`src/rtl/button_event_pkg.sv`:
```
// button_event_pkg: shared definitions for button_event_ctrl and its FIFO.
// Contents:
//   evt_type_e   event codes presented on evt_type
//   btn_state_e  per-button FSM state encoding
//   btn_w()      width of a button index (at least one bit)
package button_event_pkg;

  typedef enum logic [1:0] {
    EVT_PRESS   = 2'b00,
    EVT_RELEASE = 2'b01,
    EVT_REPEAT  = 2'b10
  } evt_type_e;

  typedef enum logic [1:0] {
    ST_IDLE   = 2'b00,
    ST_HELD   = 2'b01,
    ST_REPEAT = 2'b10
  } btn_state_e;

  function automatic int btn_w(input int n);
    return (n <= 1) ? 1 : $clog2(n);
  endfunction

endpackage

```
`src/rtl/event_fifo.sv`:
```
// event_fifo: synchronous show-ahead FIFO with full/empty flags.
// Ports:
//   clk, reset_n  clock, async active-low reset (pointers only)
//   push, wr_data write side; ignored while full
//   pop           read side; ignored while empty
//   rd_data       head entry, forced to zero while empty
//   full, empty   occupancy flags
module event_fifo #(
  parameter int WIDTH = 8,
  parameter int DEPTH = 8,
  localparam int AW = $clog2(DEPTH)
) (
  input  logic             clk,
  input  logic             reset_n,
  input  logic             push,
  input  logic [WIDTH-1:0] wr_data,
  input  logic             pop,
  output logic [WIDTH-1:0] rd_data,
  output logic             full,
  output logic             empty
);

  logic [WIDTH-1:0] mem [DEPTH];
  // One extra pointer bit distinguishes full from empty.
  logic [AW:0] wr_ptr;
  logic [AW:0] rd_ptr;

  assign empty   = (wr_ptr == rd_ptr);
  assign full    = (wr_ptr[AW] != rd_ptr[AW]) && (wr_ptr[AW-1:0] == rd_ptr[AW-1:0]);
  // Storage is not reset, so hide stale contents while empty.
  assign rd_data = empty ? '0 : mem[rd_ptr[AW-1:0]];

  always_ff @(posedge clk) begin
    if (push && !full) begin
      mem[wr_ptr[AW-1:0]] <= wr_data;
    end
  end

  always_ff @(posedge clk or negedge reset_n) begin
    if (!reset_n) begin
      wr_ptr <= '0;
      rd_ptr <= '0;
    end else begin
      if (push && !full) begin
        wr_ptr <= wr_ptr + 1'b1;
      end
      if (pop && !empty) begin
        rd_ptr <= rd_ptr + 1'b1;
      end
    end
  end

endmodule

```
`src/rtl/button_event_ctrl.sv`:
```
// button_event_ctrl: turns debounced button levels into press, release and
// auto-repeat events, arbitrated round-robin into one show-ahead event FIFO.
// Ports:
//   clk, reset_n         clock, async active-low reset
//   pbtn_db              debounced levels, 1 = pressed
//   repeat_en            per-button auto-repeat enable
//   evt_valid/evt_ready  head-of-queue handshake, pop on valid & ready
//   evt_btn, evt_type    head event: button index, 00 press/01 release/10 repeat
//   overflow             sticky: a press or release event was lost
//   clr_overflow         synchronous clear of overflow (set wins)
//
// Per-button FSM:
//   state     | meaning
//   ST_IDLE   | button released
//   ST_HELD   | pressed, counting ticks toward the first repeat
//   ST_REPEAT | auto-repeating, counting ticks toward the next repeat
module button_event_ctrl
  import button_event_pkg::*;
#(
  parameter int NUM_BUTTONS       = 6,
  parameter int CLK_FREQUENCY_HZ  = 50_000_000,
  parameter int TICK_HZ           = 1000,
  parameter int HOLD_TICKS        = 500,
  parameter int REPEAT_TICKS      = 100,
  parameter int FIFO_DEPTH        = 8,
  parameter int SIMULATE          = 0,
  parameter int SIMULATE_TICK_CNT = 5,
  localparam int BTN_W = btn_w(NUM_BUTTONS)
) (
  input  logic                   clk,
  input  logic                   reset_n,
  input  logic [NUM_BUTTONS-1:0] pbtn_db,
  input  logic [NUM_BUTTONS-1:0] repeat_en,
  output logic                   evt_valid,
  input  logic                   evt_ready,
  output logic [BTN_W-1:0]       evt_btn,
  output logic [1:0]             evt_type,
  output logic                   overflow,
  input  logic                   clr_overflow
);

  localparam int unsigned TICK_TOP = (SIMULATE != 0) ? SIMULATE_TICK_CNT
                                                     : (CLK_FREQUENCY_HZ / TICK_HZ) - 1;
  localparam logic [15:0] HOLD_LAST = 16'(HOLD_TICKS - 1);
  localparam logic [15:0] REP_LAST  = 16'(REPEAT_TICKS - 1);
  localparam int FW = BTN_W + 2;

  // ---------------- timebase ----------------
  logic [31:0] div_cnt;
  logic        tick;

  assign tick = (div_cnt == TICK_TOP);

  always_ff @(posedge clk or negedge reset_n) begin
    if (!reset_n) begin
      div_cnt <= '0;
    end else if (tick) begin
      div_cnt <= '0;
    end else begin
      div_cnt <= div_cnt + 32'd1;
    end
  end

  // ---------------- edge detect ----------------
  logic [NUM_BUTTONS-1:0] prev;
  logic [NUM_BUTTONS-1:0] rise;
  logic [NUM_BUTTONS-1:0] fall;

  assign rise = pbtn_db & ~prev;
  assign fall = ~pbtn_db & prev;

  always_ff @(posedge clk or negedge reset_n) begin
    if (!reset_n) begin
      prev <= '0;
    end else begin
      prev <= pbtn_db;
    end
  end

  // ---------------- per-button FSMs ----------------
  btn_state_e  st      [NUM_BUTTONS];
  btn_state_e  st_nxt  [NUM_BUTTONS];
  logic [15:0] cnt     [NUM_BUTTONS];
  logic [15:0] cnt_nxt [NUM_BUTTONS];

  logic [NUM_BUTTONS-1:0] set_press;
  logic [NUM_BUTTONS-1:0] set_release;
  logic [NUM_BUTTONS-1:0] set_repeat;

  always_ff @(posedge clk or negedge reset_n) begin
    if (!reset_n) begin
      for (int i = 0; i < NUM_BUTTONS; i++) begin
        st[i]  <= ST_IDLE;
        cnt[i] <= '0;
      end
    end else begin
      for (int i = 0; i < NUM_BUTTONS; i++) begin
        st[i]  <= st_nxt[i];
        cnt[i] <= cnt_nxt[i];
      end
    end
  end

  always_comb begin
    for (int i = 0; i < NUM_BUTTONS; i++) begin
      st_nxt[i]  = st[i];
      cnt_nxt[i] = cnt[i];
      case (st[i])
        ST_IDLE: begin
          if (rise[i]) begin
            st_nxt[i]  = ST_HELD;
            cnt_nxt[i] = '0;
          end
        end
        ST_HELD: begin
          if (fall[i]) begin
            st_nxt[i] = ST_IDLE;
          end else if (!repeat_en[i]) begin
            cnt_nxt[i] = '0;
          end else if (tick) begin
            if (cnt[i] == HOLD_LAST) begin
              st_nxt[i]  = ST_REPEAT;
              cnt_nxt[i] = '0;
            end else begin
              cnt_nxt[i] = cnt[i] + 16'd1;
            end
          end
        end
        ST_REPEAT: begin
          if (fall[i]) begin
            st_nxt[i] = ST_IDLE;
          end else if (!repeat_en[i]) begin
            st_nxt[i]  = ST_HELD;
            cnt_nxt[i] = '0;
          end else if (tick) begin
            if (cnt[i] == REP_LAST) begin
              cnt_nxt[i] = '0;
            end else begin
              cnt_nxt[i] = cnt[i] + 16'd1;
            end
          end
        end
        default: begin
          st_nxt[i]  = ST_IDLE;
          cnt_nxt[i] = '0;
        end
      endcase
    end
  end

  always_comb begin
    set_press   = '0;
    set_release = '0;
    set_repeat  = '0;
    for (int i = 0; i < NUM_BUTTONS; i++) begin
      set_press[i]   = (st[i] == ST_IDLE) && rise[i];
      set_release[i] = (st[i] != ST_IDLE) && fall[i];
      set_repeat[i]  = !fall[i] && repeat_en[i] && tick &&
                       (((st[i] == ST_HELD)   && (cnt[i] == HOLD_LAST)) ||
                        ((st[i] == ST_REPEAT) && (cnt[i] == REP_LAST)));
    end
  end

  // ---------------- pending bits and arbiter ----------------
  logic [NUM_BUTTONS-1:0] pend_press;
  logic [NUM_BUTTONS-1:0] pend_release;
  logic [NUM_BUTTONS-1:0] pend_repeat;
  logic [NUM_BUTTONS-1:0] pend_any;
  logic [NUM_BUTTONS-1:0] grant_vec;
  logic [NUM_BUTTONS-1:0] clr_press;
  logic [NUM_BUTTONS-1:0] clr_release;
  logic [NUM_BUTTONS-1:0] clr_repeat;
  logic [BTN_W-1:0]       rr_ptr;
  logic                   grant;
  logic [BTN_W-1:0]       grant_idx;
  evt_type_e              grant_type;
  logic [BTN_W:0]         cand;
  logic                   fifo_full;
  logic                   fifo_empty;
  logic                   ovf_set;
  logic [FW-1:0]          fifo_rd;

  assign pend_any = pend_press | pend_release | pend_repeat;

  // Search starts one past the last grant; cand stays below 2*NUM_BUTTONS,
  // so a single conditional subtract performs the wrap.
  always_comb begin
    grant     = 1'b0;
    grant_idx = '0;
    cand      = '0;
    if (!fifo_full) begin
      for (int k = 0; k < NUM_BUTTONS; k++) begin
        cand = {1'b0, rr_ptr} + (BTN_W + 1)'(k + 1);
        if (cand >= (BTN_W + 1)'(NUM_BUTTONS)) begin
          cand = cand - (BTN_W + 1)'(NUM_BUTTONS);
        end
        if (!grant && pend_any[cand[BTN_W-1:0]]) begin
          grant     = 1'b1;
          grant_idx = cand[BTN_W-1:0];
        end
      end
    end
  end

  // Within one button: press, then repeat, then release.
  always_comb begin
    grant_vec = '0;
    if (grant) begin
      grant_vec[grant_idx] = 1'b1;
    end
    if (pend_press[grant_idx]) begin
      grant_type = EVT_PRESS;
    end else if (pend_repeat[grant_idx]) begin
      grant_type = EVT_REPEAT;
    end else begin
      grant_type = EVT_RELEASE;
    end
    clr_press   = (grant_type == EVT_PRESS)   ? grant_vec : '0;
    clr_repeat  = (grant_type == EVT_REPEAT)  ? grant_vec : '0;
    clr_release = (grant_type == EVT_RELEASE) ? grant_vec : '0;
    // A bit being granted this cycle is free to take the new event.
    ovf_set = |((set_press & pend_press & ~clr_press) |
                (set_release & pend_release & ~clr_release));
  end

  always_ff @(posedge clk or negedge reset_n) begin
    if (!reset_n) begin
      pend_press   <= '0;
      pend_release <= '0;
      pend_repeat  <= '0;
      rr_ptr       <= BTN_W'(NUM_BUTTONS - 1);
      overflow     <= 1'b0;
    end else begin
      pend_press   <= (pend_press & ~clr_press) | set_press;
      pend_release <= (pend_release & ~clr_release) | set_release;
      pend_repeat  <= (pend_repeat & ~clr_repeat) | set_repeat;
      if (grant) begin
        rr_ptr <= grant_idx;
      end
      overflow <= ovf_set | (overflow & ~clr_overflow);
    end
  end

  // ---------------- event FIFO ----------------
  event_fifo #(
    .WIDTH (FW),
    .DEPTH (FIFO_DEPTH)
  ) u_fifo (
    .clk     (clk),
    .reset_n (reset_n),
    .push    (grant),
    .wr_data ({grant_idx, grant_type}),
    .pop     (evt_ready),
    .rd_data (fifo_rd),
    .full    (fifo_full),
    .empty   (fifo_empty)
  );

  assign evt_valid = !fifo_empty;
  assign evt_btn   = fifo_rd[FW-1:2];
  assign evt_type  = fifo_rd[1:0];

endmodule

```
`config.mk`:
```
export PLATFORM = sky130hd
export DESIGN_NAME = button_event_ctrl
export DESIGN_NICKNAME = d
export VERILOG_FILES = /design/src/rtl/button_event_pkg.sv /design/src/rtl/event_fifo.sv /design/src/rtl/button_event_ctrl.sv
export SDC_FILE = /design/constraint.sdc
export NUM_CORES = 1
export LEC_CHECK = 0
export CAP_MARGIN = 20
export CORE_MARGIN = 8
export CORE_UTILIZATION = 40
export CTS_BUF_LIST = sky130_fd_sc_hd__clkbuf_16
export DETAILED_ROUTE_END_ITERATION = 12
export PLACE_DENSITY = 0.63
export SYNTH_ARGS = -nofsm -noshare
export SYNTH_HDL_FRONTEND = slang
export SYNTH_HIERARCHICAL = 1
export SYNTH_SLANG_ARGS = --single-unit
export TNS_END_PERCENT = 50
```
`constraint.sdc`:
```
create_clock -name clk -period 8.1 [get_ports clk]
set_clock_uncertainty 0.2 [all_clocks]
set_input_delay 1.215 -clock clk [delete_from_list [all_inputs] [get_ports clk]]
set_output_delay 1.215 -clock clk [all_outputs]
set_load 0.1 [all_outputs]
```
Word-level counts from Yosys, hierarchy flattened
Memory sizes are Yosys's and may differ from the RTL's.
Cells that the tools add are included.
- register bits after elaboration: 176
- bits in latches: 0
- bits in writable memories: 40
- memory bits (read-only): 0
- input bits: 16
- output and inout port bits: 7
- logic and storage cells: 427
- memories: 1
- $add $sub $neg: 21
- multipliers: 0
- div/mod/pow operators: 0
- order comparisons: 14
- eq/ne operators: 84
- shift-type cells: 0
- muxes and demuxes: 167
- bitwise gates (word level): 23
- reductions and logical operators: 96
- memories (memory ; depth ; bits a word ; rd ports ; clocked after memory_dff ; wr ports ; line ; source):
    u_fifo.mem ; 8 ; 5 ; 1 ; 0 ; 1 ; event_fifo.sv:23 ; logic [WIDTH-1:0] mem [DEPTH];
- operators with widths (cell ; count):
    $mux 16 ; 54
    $pmux 16 s3 ; 6
    $add 16x1->16 const B ; 6
    $eq 16x7->1 const B ; 6
    $eq 16x9->1 const B ; 6
    $ne 3x3->1 const B ; 32
    $mux 2 ; 44
    $reduce_and 5->1 ; 12
    $mux 3 ; 19
    $and 6x6->6 ; 9
    $logic_and 1x1->1 ; 51
    $ne 2x2->1 const B ; 18
    $or 6x6->6 ; 6
    $pmux 2 s3 ; 6
    $add 32x1->32 const B ; 1
    $eq 32x16->1 const B ; 1
    $mux 32 ; 1
    $not 6->6 ; 5
    $lt 3x4->1 const B ; 7
    $bmux 1 s3 ; 8
    $ge 4x3->1 const B ; 6
    $mux 6 ; 4
    $mux 1 ; 23
    $sub 3x3->3 const B ; 6
    other kinds (21) ; 68

Longest topological paths before layout
- depth in word-level cells: 39
- mapped depth: 18
- depth with buffers taken out: 14

Hierarchy
Netlist, hierarchy kept.
- by module, submodules not included (module ; instances ; cells each ; area an instance (um^2)):
    button_event_ctrl ; 1 ; 1210 ; 10552.6
    event_fifo ; 1 ; 141 ; 2207.1

Least setup slack after synthesis
No wires, ideal clock.
- path kind: register to register
- from: register rr_ptr[0]
- to: register pend_repeat[4]
- setup time: 0.122 ns
- data arrival time: 4.235 ns
- data required time: 7.778 ns
- path slack: 3.543 ns
- cell stages (with the launch flop): 19
- path buffers: 6
- cells stage by stage: dfstp_2 buf_6 buf_4 inv_1 ha_1 buf_2 buf_2 nor3b_1 o41ai_1 nand4b_1 buf_2 or4_1 a31oi_1 a31o_2 buf_2 nand3_1 a221oi_4 nand3_1 a32o_1
- word-level cells in the longest chain between the ends: 37
- elaborated cells on any way between the ends: 88
- ends and longest elaborated chain (what ; line ; source):
    start, declared ; button_event_ctrl.sv:173 ; logic [BTN_W-1:0] rr_ptr;
    start signal, assigned ; button_event_ctrl.sv:231 ; rr_ptr <= BTN_W'(NUM_BUTTONS - 1);
    start signal, assigned ; button_event_ctrl.sv:238 ; rr_ptr <= grant_idx;
    $add 3x1->4 ; button_event_ctrl.sv:193 ; cand = {1'b0, rr_ptr} + (BTN_W + 1)'(k + 1);
    $ge 4x3->1 / $sub 3x3->3 (equally long branches) ; button_event_ctrl.sv:194, button_event_ctrl.sv:195 ;
    $mux 3 ; button_event_ctrl.sv:194 ; if (cand >= (BTN_W + 1)'(NUM_BUTTONS)) begin
    $mux 3 ; button_event_ctrl.sv:191 ; if (!fifo_full) begin
    $bmux 1 s3 ; button_event_ctrl.sv:197 ; if (!grant && pend_any[cand[BTN_W-1:0]]) begin
    $mux 1 (not written as such) ; button_event_ctrl.sv:197 ;
    $mux 1 ; button_event_ctrl.sv:197 ;
    $mux 1 ; button_event_ctrl.sv:191 ;
    [22 not listed] ; -- ;
    $mux 2 ; button_event_ctrl.sv:213 ; end else if (pend_repeat[grant_idx]) begin
    $mux 2 * ; button_event_ctrl.sv:211 ; if (pend_press[grant_idx]) begin
    net grant_type[1] ; button_event_ctrl.sv:176 ; evt_type_e grant_type;
    $eq 2x2->1 * ; button_event_ctrl.sv:219 ; clr_repeat = (grant_type == EVT_REPEAT) ? grant_vec : '0;
    $mux 6 * ; button_event_ctrl.sv:219 ;
    $not 6->6 * ; button_event_ctrl.sv:236 ; pend_repeat <= (pend_repeat & ~clr_repeat) | set_repeat;
    $and 6x6->6 * ; button_event_ctrl.sv:236 ;
    $or 6x6->6 * ; button_event_ctrl.sv:236 ;
    end signal, assigned ; button_event_ctrl.sv:236 ;
    end, declared ; button_event_ctrl.sv:167 ; logic [NUM_BUTTONS-1:0] pend_repeat;
The timed path passes the listed nets; every way through them passes the cells marked *. The select of a mux whose other input is x is not followed.
A chain may end at the register's enable or synchronous reset.

Worst setup path after layout
- from: register rr_ptr[0]
- to: register pend_repeat[4]
- word-level cells in the longest chain between the ends: 37
- elaborated cells on any way between the ends: 88
- ends and longest elaborated chain (what ; line ; source):
    $add 3x1->4 ; button_event_ctrl.sv:193 ;
    $ge 4x3->1 / $sub 3x3->3 (equally long branches) ; button_event_ctrl.sv:194, button_event_ctrl.sv:195 ;
    $mux 3 ; button_event_ctrl.sv:194 ;
    $mux 3 ; button_event_ctrl.sv:191 ;
    $bmux 1 s3 ; button_event_ctrl.sv:197 ;
    $mux 1 (not written as such) ; button_event_ctrl.sv:197 ;
    $mux 1 ; button_event_ctrl.sv:197 ;
    $mux 1 ; button_event_ctrl.sv:191 ;
    [20 not listed] ; -- ;
    net grant_idx[2] ; button_event_ctrl.sv:175 ; logic [BTN_W-1:0] grant_idx;
    [2 not listed] ; -- ;
    $mux 2 ; button_event_ctrl.sv:213 ;
    $mux 2 * ; button_event_ctrl.sv:211 ;
    net grant_type[1] ; button_event_ctrl.sv:176 ;
    $eq 2x2->1 * ; button_event_ctrl.sv:219 ;
    $mux 6 * ; button_event_ctrl.sv:219 ;
    $not 6->6 * ; button_event_ctrl.sv:236 ;
    $and 6x6->6 * ; button_event_ctrl.sv:236 ;
    $or 6x6->6 * ; button_event_ctrl.sv:236 ;
Marks and branches as above.

==> flow_summary.toml <==
[cells_and_area]
fillers = 2886
n_antenna_cell = 0
drive_gt1_share_pct = 6.628
seq_area_um2 = 5608
final_util_pct = 45.03
area_growth_pct = 11.07
fin_nets = 1427
multiInputGateArea_um2 = 6761

[yosys]
yosysTopAreaCellShare_pct = 34.12
syn_area_per_cell_um2 = 9.445
netlist_top_cells_area = "dfrtp_1 34%, edfxtp_1 9.4%, o21ai_0 5.8%"
synth_seq_area_share_pct = 43.95
syn-num-nets = 1409
synth-main-ff-cell = "dfrtp_1"
synth_largest_area_cell = "dfrtp_1"
synth_xor_area_share_pct = 6.080
ys_ff_latch = 216
synth.area.mux_share_pct = 3.148
synth_compound_area_share_pct = 16.77
syn-instance-count = 1351
synth_edf_count = 40
ys_types = 91
synth_top_family_by_area = "simple AND/OR/NAND/NOR gates"
synthArstFlopShare_pct = 81.48
synth-simple-area-share_pct = 22.83
synthAdderAreaFrac_pct = 4.118
synth_area_um2 = 12760
yosysWarnings = 6

[timing]
worst_pin_slew_ns = 1.089
hold_viol = 0
finalCriticalPeriod_ns = 6.167
finalCritPeriodShare_pct = 76.14
rsz0062_at_grt = "false"
tns_ns = 0
report.final.slew_viol_count = 0
clock.fmax_mhz = 162.1
slew_headroom_pct = 26.39
setup_viol = 0

[setup_path]
reg2reg_to = "pend_repeat[4]"
cp_max_fo = 22
worstRegToRegCells = 14
r2r_start = "rr_ptr[0]"
critPathKind = "reg -> reg"
path_cells = "inv_1, ha_1, xor3_1, o21a_1, o41ai_1, nand4b_1, or4b_4, a32oi_2, o311ai_2, inv_1, nor2_2, a221oi_4, nand3_1, a32o_1"
worstPathArrival_ns = 6.38
cpMostUsedCell = "inv_1"
required_ns = 8.32
cp_slowest_cell = "dfstp_2"
r2r_slack_ns = 1.93
critPathMaxStageDelay_ns = 0.80
worst_setup_path_start_kind = "flop"
cp-end-kind = "flop"
endpoint = "pend_repeat[4]"
cp-startpoint = "rr_ptr[0]"

[clock_network]
holdBufCountCts = 0
insertion_delay_ns = 0.54
post_cts_buffers = 0
cts_buffers = 26
cts.sinks = 216
cts_resized = 0
cts_max_level = 1
cts.clk_slew.worst_paths_ns = 0.06
ctsRootBufferMaster = "clkbuf_16"
cts_tree = "done"
cts_buffer_depth = 3

[route]
via_per_inst = 5.637
wl_per_cell_um = 16.27
routed_wirelength_mm = 29.12
drt_first_pass_iters = 5
drtIter0Drc = 886
vias = 10091
drtAntennaViolNets = 0
drc = 0

[floorplanning]
core_um2 = 31470
die_x_um = 194.6
die_h_um = 194.6
start_util_pct = 40.54
num_rows = 65
io_pins = 23
die_area_um2 = 37870

[global_route]
grt_use_total_pct = 15.36
grt_max_degree = 112
grt_pass1_vias = 9854
grt_pass1_wl_mm = 50.01
antenna_found_initial = 2
gr-total-overflow = 0

[worst_hold_path]
hold_class = "reg -> reg"

[placed_design]
hpwl_mm = 20.08
globalplace.congestion = 0.9146
port_buffers = 22

[outcome]
status = "complete, no violations"

[run]
max-cap-violations = 0

[power_and_ir_drop]
peakVddDrop_v = 0.0005287
power_density_nw_per_um2 = 426.8
p_leak_nw = 5.878
## metrics by stage
step,std cells,hold slack (ns),setup WS [ns],cell area [um^2],power [W]
finish,1790,0.2724,1.933,14170,0.006048
global route,1790,0.2965,1.561,14170,0.006460
CTS,1788,0.2707,2.002,14160,0.006054
detailed placement,1741,0.2607,2.031,13340,0.004912
global placement,1741,0.2606,2.132,13340,0.004890
floorplan,1351,0.2429,3.543,12760,0.004188
## how the worst min path moves through the flow
stage                start     endpoint  slack (ns)  cells past startpoint
4_1_cts        div_cnt[31]  div_cnt[31]        0.27                      1
6_report       div_cnt[31]  div_cnt[31]        0.27                      1
3_3_place_gp   div_cnt[31]  div_cnt[31]        0.26                      1
5_1_grt        div_cnt[31]  div_cnt[31]        0.30                      1
2_1_floorplan  div_cnt[31]  div_cnt[31]        0.24                      1
3_5_place_dp   div_cnt[31]  div_cnt[31]        0.26                      1
## flip-flops by register name (all words and copies together), names as in the netlist
name,cells
u_fifo/wr_ptr,4
rr_ptr,3
cnt,96
div_cnt,32
overflow,1
u_fifo/mem,40
pend_release,6
pend_press,6
pend_repeat,6
u_fifo/rd_ptr,4
st,12
prev,6
## power by group
group / switching (W) / internal (W)
Clock: 0.000463 / 0.000647
Sequential: 0.000217 / 0.00149
Combinational: 0.00218 / 0.00105
Total: 0.00286 / 0.00319
## worst max-delay path, delay by kind of cell (launching register included)
kind	cells	cell delay, ns
flops	1	0.80
simple gates	4	1.45
fa+ha+maj	1	0.73
xor+xnor	1	0.42
compound gates	6	1.69
buf+inv	2	0.74
## synthesized netlist by cell type (all sizes together) (4+ instances only)
cell type / instances
dfrtp: 174
o21ai: 149
nor2: 126
nand2: 123
nand3: 77
inv: 51
xor2: 45
and3: 43
ha: 42
nand2b: 41
edfxtp: 40
xnor2: 34
mux2i: 33
nor3: 29
nor4: 27
a21oi: 24
nand4: 22
o31ai: 22
buf: 21
clkbuf: 20
a22oi: 19
a31oi: 14
o41ai: 14
nor2b: 13
or3: 11
or4: 11
nor4b: 9
or2: 8
and2: 7
nand3b: 7
o221ai: 7
o2bb2ai: 6
or4b: 5
a2111oi: 4
a21boi: 4
mux2: 4
o211ai: 4
o21a: 4
o22ai: 4
## cell type report
class	instances	share of cell area [%]
multi-input cells	1042	47.71
flip-flops and latches	216	39.57
clock buffers	26	4.591
well taps	402	3.549
repair buffers	31	2.039
inverters	52	1.377
clock inverters	21	1.165
## cells by family (layout without fill, tap and decap cells)
group | Yosys count | after routing
fa+ha+maj | 42 | 42
compound gates | 314 | 314
buf+inv | 93 | 130
simple gates | 567 | 567
mux | 38 | 38
xor+xnor | 81 | 81
flops | 216 | 216
## metal layers
| layer | wire [um] | global-route usage (%) | part of all wire (%) |
|---|---|---|---|
| met1 | 13740 | 21.23 | 47 |
| met2 | 13220 | 24.81 | 45 |
| met3 | 1618 | 2.453 | 5.6 |
| met4 | 513 | 3.904 | 1.8 |
| met5 | 26 | 0 | 0.089 |
## layout by cell type (no fill, tap or decap), types with 5 or more instances in the layout
cell type	count
o41ai_1	12
nor4_1	25
mux2i_1	33
nand3b_1	7
nand3_1	76
edfxtp_1	40
clkdlybuf4s50_1	21
or3_1	11
or2_2	8
xor2_1	41
a31oi_1	14
o31ai_1	22
or4_1	9
o21ai_0	148
nor2_1	125
buf_4	8
and3_1	43
clkinv_1	8
o221ai_1	5
xnor2_1	33
a22oi_1	19
o2bb2ai_1	6
nand4_1	22
nand2b_1	41
inv_1	52
nor2b_1	13
dfrtp_1	174
nor4b_1	8
a21oi_1	23
and2_1	7
clkinv_2	7
ha_1	42
clkbuf_16	26
nor3_1	29
nand2_1	123
Note: power is estimated with default switching activity, not from simulation.
